File: src/rtl/cunit_pkg.sv
// Shared types and constants for the control unit: state encoding,
// opcode map, register-write source selects and branch conditions.
package cunit_pkg;

  typedef enum logic [2:0] {
    FETCH     = 3'b000,
    DECODE    = 3'b001,
    EXECUTE   = 3'b010,
    MEM       = 3'b011,
    WRITEBACK = 3'b100
  } state_t;

  typedef enum logic [2:0] {
    CLS_ALU,
    CLS_LOAD,
    CLS_STORE,
    CLS_IN,
    CLS_OUT,
    CLS_JUMP,
    CLS_BRANCH
  } cls_t;

  localparam logic [3:0] OP_LOAD   = 4'b1000;
  localparam logic [3:0] OP_STORE  = 4'b1001;
  localparam logic [3:0] OP_IN     = 4'b1010;
  localparam logic [3:0] OP_OUT    = 4'b1011;
  localparam logic [3:0] OP_JUMP   = 4'b1100;
  localparam logic [3:0] OP_BRANCH = 4'b1101;
  localparam logic [3:0] OP_ALUR   = 4'b1110;
  localparam logic [3:0] OP_ALUS   = 4'b1111;

  localparam logic [1:0] MUX_ALU  = 2'd0;
  localparam logic [1:0] MUX_MEM  = 2'd1;
  localparam logic [1:0] MUX_PORT = 2'd2;

  localparam logic [2:0] BR_Z  = 3'b000;
  localparam logic [2:0] BR_NZ = 3'b001;
  localparam logic [2:0] BR_C  = 3'b010;
  localparam logic [2:0] BR_NC = 3'b011;

  typedef struct packed {
    cls_t       cls;
    logic [3:0] alu_op;
    logic       op2;
    logic [1:0] reg_mux;
  } ctrl_t;

  function automatic logic branch_taken(input logic [2:0] cond,
                                        input logic carry, input logic zero);
    case (cond)
      BR_Z:    return zero;
      BR_NZ:   return !zero;
      BR_C:    return carry;
      BR_NC:   return !carry;
      default: return 1'b0;
    endcase
  endfunction

endpackage

File: src/rtl/cunit_decode.sv
// Combinational opcode/func to control-word table; the FSM registers
// the result while in DECODE.
module cunit_decode
  import cunit_pkg::*;
(
  input  logic [3:0] op_i,
  input  logic [2:0] func_i,
  output ctrl_t      ctrl_o
);

  always_comb begin
    ctrl_o = '{cls: CLS_ALU, alu_op: '0, op2: 1'b0, reg_mux: MUX_ALU};
    casez (op_i)
      4'b0???: ctrl_o.alu_op = {op_i[2], 1'b0, op_i[1:0]};
      OP_ALUR: begin
        ctrl_o.alu_op = {1'b0, func_i};
        ctrl_o.op2    = 1'b1;
      end
      OP_ALUS: begin
        ctrl_o.alu_op = {1'b1, func_i};
        ctrl_o.op2    = 1'b1;
      end
      OP_LOAD: begin
        ctrl_o.cls     = CLS_LOAD;
        ctrl_o.reg_mux = MUX_MEM;
      end
      OP_STORE:  ctrl_o.cls = CLS_STORE;
      OP_IN: begin
        ctrl_o.cls     = CLS_IN;
        ctrl_o.reg_mux = MUX_PORT;
      end
      OP_OUT:    ctrl_o.cls = CLS_OUT;
      OP_JUMP:   ctrl_o.cls = CLS_JUMP;
      OP_BRANCH: ctrl_o.cls = CLS_BRANCH;
      default: ;
    endcase
  end

endmodule

File: src/rtl/cunit_fsm.sv
// Control unit: sequences punit through FETCH/DECODE/EXECUTE/MEM/WRITEBACK,
// drives both bus handshakes and emits registered datapath/PC controls.
module cunit_fsm
  import cunit_pkg::*;
#(
  parameter state_t      RST_STATE = FETCH,
  parameter int unsigned MAX_WAIT  = 255
) (
  input  logic       clk_i,
  input  logic       rst_ni,
  input  logic       ClkEn_i,
  input  logic [3:0] op_i,
  input  logic [2:0] func_i,
  input  logic       carry_i,
  input  logic       zero_i,
  output logic       inst_cyc_o,
  output logic       inst_stb_o,
  input  logic       inst_ack_i,
  output logic       data_cyc_o,
  output logic       data_stb_o,
  output logic       data_we_o,
  input  logic       data_ack_i,
  output logic       port_rd_o,
  output logic       port_wr_o,
  output logic [1:0] RegMux_c_o,
  output logic       RegWrt_c_o,
  output logic       op2_c_o,
  output logic [3:0] ALUOp_c_o,
  output logic       pc_inc_o,
  output logic       pc_load_o,
  output logic       pc_rel_o,
  output logic [2:0] state_o,
  output logic       bus_err_o
);

  localparam logic       INST_RST  = (RST_STATE == FETCH);
  localparam logic [7:0] WAIT_LAST = 8'(MAX_WAIT - 1);

  state_t     state_q, state_d;
  ctrl_t      ctrl_q, ctrl_d, dec;
  logic [7:0] wait_q, wait_d;
  logic       inst_req_q, inst_req_d, data_req_q, data_req_d, data_we_q, data_we_d;
  logic       port_rd_q, port_rd_d, port_wr_q, port_wr_d, reg_wrt_q, reg_wrt_d;
  logic       pc_inc_q, pc_inc_d, pc_load_q, pc_load_d, pc_rel_q, pc_rel_d;
  logic       bus_err_q, bus_err_d, timeout;

  cunit_decode u_decode (
    .op_i   (op_i),
    .func_i (func_i),
    .ctrl_o (dec)
  );

  // Every output is a flop loaded with the value belonging to the state
  // being entered, so pulses line up with state_o in the same cycle.
  always_comb begin
    state_d    = state_q;
    ctrl_d     = ctrl_q;
    wait_d     = wait_q;
    bus_err_d  = bus_err_q;
    inst_req_d = 1'b0;
    data_req_d = 1'b0;
    data_we_d  = 1'b0;
    port_rd_d  = 1'b0;
    port_wr_d  = 1'b0;
    reg_wrt_d  = 1'b0;
    pc_inc_d   = 1'b0;
    pc_load_d  = 1'b0;
    pc_rel_d   = 1'b0;
    timeout    = (MAX_WAIT != 0) && (wait_q == WAIT_LAST);

    case (state_q)
      FETCH: begin
        if (!inst_req_q) begin
          // one idle cycle after a timeout, then the fetch is retried
          inst_req_d = 1'b1;
          wait_d     = '0;
        end else if (inst_ack_i) begin
          wait_d   = '0;
          pc_inc_d = 1'b1;
          state_d  = DECODE;
        end else if (timeout) begin
          wait_d    = '0;
          bus_err_d = 1'b1;
        end else begin
          inst_req_d = 1'b1;
          wait_d     = wait_q + 8'd1;
        end
      end
      DECODE: begin
        ctrl_d    = dec;
        state_d   = EXECUTE;
        port_rd_d = (dec.cls == CLS_IN);
        port_wr_d = (dec.cls == CLS_OUT);
        pc_load_d = (dec.cls == CLS_JUMP);
        pc_rel_d  = (dec.cls == CLS_BRANCH) && branch_taken(func_i, carry_i, zero_i);
      end
      EXECUTE: begin
        case (ctrl_q.cls)
          CLS_ALU, CLS_IN: begin
            state_d   = WRITEBACK;
            reg_wrt_d = 1'b1;
          end
          CLS_LOAD, CLS_STORE: begin
            state_d    = MEM;
            data_req_d = 1'b1;
            data_we_d  = (ctrl_q.cls == CLS_STORE);
          end
          default: begin
            state_d    = FETCH;
            inst_req_d = 1'b1;
          end
        endcase
      end
      MEM: begin
        if (data_ack_i) begin
          wait_d = '0;
          if (ctrl_q.cls == CLS_LOAD) begin
            state_d   = WRITEBACK;
            reg_wrt_d = 1'b1;
          end else begin
            state_d    = FETCH;
            inst_req_d = 1'b1;
          end
        end else if (timeout) begin
          wait_d    = '0;
          bus_err_d = 1'b1;
          state_d   = FETCH;
        end else begin
          data_req_d = 1'b1;
          data_we_d  = data_we_q;
          wait_d     = wait_q + 8'd1;
        end
      end
      WRITEBACK: begin
        state_d    = FETCH;
        inst_req_d = 1'b1;
      end
      default: begin
        state_d    = FETCH;
        inst_req_d = 1'b1;
      end
    endcase
  end

  always_ff @(posedge clk_i or negedge rst_ni) begin
    if (!rst_ni) begin
      state_q    <= RST_STATE;
      ctrl_q     <= '0;
      wait_q     <= '0;
      bus_err_q  <= 1'b0;
      inst_req_q <= INST_RST;
      data_req_q <= 1'b0;
      data_we_q  <= 1'b0;
      port_rd_q  <= 1'b0;
      port_wr_q  <= 1'b0;
      reg_wrt_q  <= 1'b0;
      pc_inc_q   <= 1'b0;
      pc_load_q  <= 1'b0;
      pc_rel_q   <= 1'b0;
    end else if (ClkEn_i) begin
      state_q    <= state_d;
      ctrl_q     <= ctrl_d;
      wait_q     <= wait_d;
      bus_err_q  <= bus_err_d;
      inst_req_q <= inst_req_d;
      data_req_q <= data_req_d;
      data_we_q  <= data_we_d;
      port_rd_q  <= port_rd_d;
      port_wr_q  <= port_wr_d;
      reg_wrt_q  <= reg_wrt_d;
      pc_inc_q   <= pc_inc_d;
      pc_load_q  <= pc_load_d;
      pc_rel_q   <= pc_rel_d;
    end
  end

  assign inst_cyc_o = inst_req_q;
  assign inst_stb_o = inst_req_q;
  assign data_cyc_o = data_req_q;
  assign data_stb_o = data_req_q;
  assign data_we_o  = data_we_q;
  assign port_rd_o  = port_rd_q;
  assign port_wr_o  = port_wr_q;
  assign RegMux_c_o = ctrl_q.reg_mux;
  assign RegWrt_c_o = reg_wrt_q;
  assign op2_c_o    = ctrl_q.op2;
  assign ALUOp_c_o  = ctrl_q.alu_op;
  assign pc_inc_o   = pc_inc_q;
  assign pc_load_o  = pc_load_q;
  assign pc_rel_o   = pc_rel_q;
  assign state_o    = state_q;
  assign bus_err_o  = bus_err_q;

endmodule
File: config.mk
export PLATFORM = sky130hd
export DESIGN_NAME = cunit_fsm
export DESIGN_NICKNAME = d
export VERILOG_FILES = /design/src/rtl/cunit_pkg.sv /design/src/rtl/cunit_decode.sv /design/src/rtl/cunit_fsm.sv
export SDC_FILE = /design/constraint.sdc
export NUM_CORES = 1
export LEC_CHECK = 0
export CAP_MARGIN = 25
export CORE_MARGIN = 10
export CORE_UTILIZATION = 45
export CTS_CLUSTER_SIZE = 40
export DETAILED_ROUTE_END_ITERATION = 8
export GPL_TIMING_DRIVEN = 0
export PLACE_DENSITY = 0.84
export SYNTH_ARGS = -nofsm -noshare
export SYNTH_HDL_FRONTEND = slang
export SYNTH_HIERARCHICAL = 1
export SYNTH_SLANG_ARGS = --single-unit
File: constraint.sdc
create_clock -name clk_i -period 4.6 [get_ports clk_i]
set_input_delay 0.92 -clock clk_i [delete_from_list [all_inputs] [get_ports clk_i]]
set_output_delay 0.92 -clock clk_i [all_outputs]
set_load 0.01 [all_outputs]
==> results.md <==
STA:
- Headroom to the max-slew limit came out at 54.8%.
- The final sum of negative setup slack is 0 ps.
- Based on the critical path, the design can be clocked at up to 0.390 GHz.
- The transition time at the pin with the least slew margin is 675 ps.
- The clock arrives with 3.74 ps of skew.
- The post-route fraction of the period consumed by the critical path is 55.8%.
- The final critical-path required period is 2570 ps.
- The hold slack is 475 ps.
- The hold violation total from the final report is 0.
- The final count of pins violating max slew came to 0.
- Setup repair after global routing left no endpoint under its margin.
- The final-report setup violation count is 0.

Die:
- From left edge to right edge, the die measures 82.1 um.
- For this configuration, the core starts out at a cell density of 47.0%.
- The area enclosed by the die boundary is 6730 um^2.
- Pin placement for this block handled 36 I/O pins.
- In this run the vertical extent of the chip is 82.1 um.
- After floorplanning, the core was sized to cover 3690 um^2.
- The total number of placement rows is 22.

Final layout:
- The final layout contains 230 nets.
- In the layout the commonest cells are sky130_fd_sc_hd__clkdlybuf4s50_1 (32), sky130_fd_sc_hd__dfrtp_1 (30), sky130_fd_sc_hd__inv_1 (12), sky130_fd_sc_hd__nor2_1 (12), sky130_fd_sc_hd__nand2_1 (11).
- The layout filler cell count is 318.
- 0 antenna diodes ended up in the layout.
- The layout cell share with drive strength beyond 1 is 16.3%.
- The library cell used most frequently in the layout, excluding fill and tap cells, is sky130_fd_sc_hd__clkdlybuf4s50_1.
- The layout overhead on the synthesized area is 28.2%.

Global route:
- The first global-routing pass estimated 6070 um of wire.
- The initial antenna violation count is 0.
- The pin count of the biggest net entering global routing is 20.
- The aggregate global-route resource usage is 11.6%.
- The overflow left after global routing is 0.
- The via count of the first global-routing pass is 1314.

Synthesis:
- After synthesis, the largest family of logic cells by area is simple AND/OR/NAND/NOR gates.
- The net count of the mapped netlist is 190.
- The gate count of the mapped netlist is 174.
- Summing every instance area after synthesis gives 1730 um^2.
- Sorting the synthesized cells by area gives the leading types as sky130_fd_sc_hd__dfrtp_1 (43%), sky130_fd_sc_hd__mux2_2 (5.8%), sky130_fd_sc_hd__buf_4 (3.9%).
- The share of the synthesized area in compound gates (AO/OA/AOI/OAI) is 12.8%.
- The main flop type after synthesis is sky130_fd_sc_hd__dfrtp_1.
- The average size of a mapped cell is 9.96 um^2.
- Summed over all instances, the cell type with the most area after synthesis is sky130_fd_sc_hd__dfrtp_1.
- The portion of netlist area occupied by mux cells is 6.43%.
- In this run, synthesis inferred 0 flip-flops with an integrated enable.
- The number of register bits inferred by synthesis is 31.
- The count of cell types in the netlist is 50.
- Of the total synthesized cell area, the portion taken by full adders, half adders and majority gates is 1.44%.
- Summing the areas of all xor and xnor instances in the mapped netlist gives 5.05% of the synthesized area.
- Sequential cells were found to cover 44.8% of the synthesized design area.
- The top-area cell type share of the netlist area is 43.3%.
- The fraction of registers with async set or reset after synthesis is 100%.
- The warning count from the yosys run is 6.
- The fraction of the mapped netlist area in simple logic gates is 20.6%.

Pwr:
- Summed over all nets, the switching power comes to 332 uW.
- Internal power comes to 670 uW.
- The static power due to leakage is 0.000975 uW.
- The switching power share of the total is 33.1%.
- The worst-case IR drop observed on VDD is 227 uV.
- The combinational group share of total power is 41.1%.
- The portion of total power attributed to sequential cells is 38.8%.
- Dividing total power by cell area gives a power density of 451 nW/um^2.
- The part of the power in the clock network is 20.1%.

CTS:
- Counting along the longest clock path gives a buffer depth of 2.
- The master cell of the clock root buffer is sky130_fd_sc_hd__clkbuf_8.
- The H-tree depth is 2.
- After clock tree synthesis, the clock-pin slew on the worst setup and hold paths is 60 ps.
- The total clock buffers created by CTS is 5.
- The count of clock tree sinks is 31.
- The number of hold buffers added after CTS is 0.
- Once the clock tree was built, the setup fixing pass inserted 0 buffers.
- TritonCTS built the clock tree.
- The clock reaches the later pin of the worst-skew pair after 280 ps.
- The quantity of gates resized following cts is 0.

Worst setup path:
- For the worst setup path, the data required time is 4790 ps.
- The most critical setup path has its startpoint at op_i[0].
- The maximum fanout along the worst path is 5.
- STA classifies the critical path startpoint as an input pin.
- The worst setup path is captured at a flip-flop.
- STA puts the critical path data arrival time at 2750 ps.
- In this run the critical register-to-register path is launched from wait_q[0].
- The critical path class is in2reg.

Routing:
- For this run, design rule violations remaining after detail routing come to 0.
- The number of vias after detailed routing is 1374.
- The first-pass detailed-route iteration total is 4.
- In the routed layout, each cell is associated on average with a via count of 5.22.
- The count of antenna-violating nets left after detailed routing is 0.
- The initial DRC count is 55.
- The post-detailed-route wirelength per cell is 13.9 um.
- The sum of routed wire length over all layers is 3650 um.

Placed design:
- The routability congestion estimate is 0.787.
- Buffers placed on the I/O ports in this run total 32.
- Detailed placement finished with a half-perimeter wire length of 2890 um.

Status:
- The flow ran to the end, and the final reports show no timing, DRC or antenna violations.

Worst hold path:
- The worst hold path belongs to the class reg2reg.
- The startpoint of the worst hold path is data_we_o.

Run:
- The tool flagged a number of max-cap violations equal to 0.
cells by family (layout without fill, tap and decap cells):
logic type | count (synthesis) | in the layout
xor+xnor | 10 | 10
compound gates | 31 | 31
buf+inv | 27 | 68
mux | 10 | 10
fa+ha+maj | 2 | 2
simple gates | 63 | 63
flops | 31 | 31
final cells by class:
class	instances	area [um^2]	share of cell area [%]
Buffer	15	109	4.90
Inverter	12	45.0	2.03
Clock buffer	7	76.3	3.43
Sequential cell	31	777	35.0
Multi-Input combinational cell	116	802	36.1
Timing Repair Buffer	33	348	15.7
Clock inverter	1	5.00	0.225
Tap cell	48	60.1	2.70
power groups by stage:
stage | Clock (uW) | Sequential, uW | Combinational, uW
2_1_floorplan | 0 | 394 | 246
3_3_place_gp | 0 | 391 | 403
3_5_place_dp | 0 | 394 | 415
4_1_cts | 209 | 389 | 416
5_1_grt | 218 | 399 | 454
6_report | 201 | 389 | 412
flip-flops by register name, summed over array words and instances, names as in the netlist, 2 cells and up:
signal      cells
wait_q          8
state_o         3
RegMux_c_o      2
ALUOp_c_o       4
ctrl_q          3
synth_stat cells (2+ instances only):
library cell,number
sky130_fd_sc_hd__a21boi_1,2
sky130_fd_sc_hd__and2_1,2
sky130_fd_sc_hd__nor4_1,2
sky130_fd_sc_hd__inv_1,12
sky130_fd_sc_hd__xor2_1,5
sky130_fd_sc_hd__nand2_1,11
sky130_fd_sc_hd__o22ai_1,3
sky130_fd_sc_hd__mux2_2,9
sky130_fd_sc_hd__a21oi_1,3
sky130_fd_sc_hd__o21ai_0,8
sky130_fd_sc_hd__a22o_1,2
sky130_fd_sc_hd__nand4_1,4
sky130_fd_sc_hd__nor2_1,12
sky130_fd_sc_hd__o32ai_1,2
sky130_fd_sc_hd__xnor2_1,5
sky130_fd_sc_hd__nand3_1,8
sky130_fd_sc_hd__dfrtp_1,30
sky130_fd_sc_hd__nor3_1,4
sky130_fd_sc_hd__buf_2,3
sky130_fd_sc_hd__ha_1,2
sky130_fd_sc_hd__buf_4,9
sky130_fd_sc_hd__buf_6,2
sky130_fd_sc_hd__nand2b_1,7
worst paths after layout:
check                        endpoint  slack (ps)  depth (start not counted)
max in group asynchronous  inst_cyc_o        2950                          2
hold reg to reg             data_we_o         470                          2
min in group asynchronous     op2_c_o        1050                          1
hold / removal              data_we_o         470                          2
setup reg to reg            wait_q[7]        2930                          6
setup / recovery             pc_rel_o        2030                          6
worst max-delay path, stage by stage:
cell and delay (ps):
sky130_fd_sc_hd__clkdlybuf4s50_1 540, sky130_fd_sc_hd__nand2_1 90, sky130_fd_sc_hd__o22ai_1 270, sky130_fd_sc_hd__inv_1 100, sky130_fd_sc_hd__or4_4 550, sky130_fd_sc_hd__o41ai_2 280
per-layer routing:
| layer | GRT usage (%) | vias up | share of wire, % |
|---|---|---|---|
| met5 | 0 | - | 0 |
| met4 | 6.12 | 0 | 2.1 |
| met3 | 3.28 | 6 | 4.8 |
| met2 | 18.7 | 25 | 51 |
| met1 | 13.7 | 657 | 42 |
| li1 | - | 686 | - |
stage by stage:
step	std cells	total power (uW)	setup WS, ps	util (%)	area, um^2
global route	263	1070	1950	60.2	2220
detailed placement	255	809	1750	58.0	2140
finish	263	1000	2030	60.2	2220
CTS	263	1010	2050	60.2	2220
global placement	254	794	1790	57.3	2110
floorplan	174	640	2320	-	1730
No activity file was read; power rests on OpenSTA's default activity.
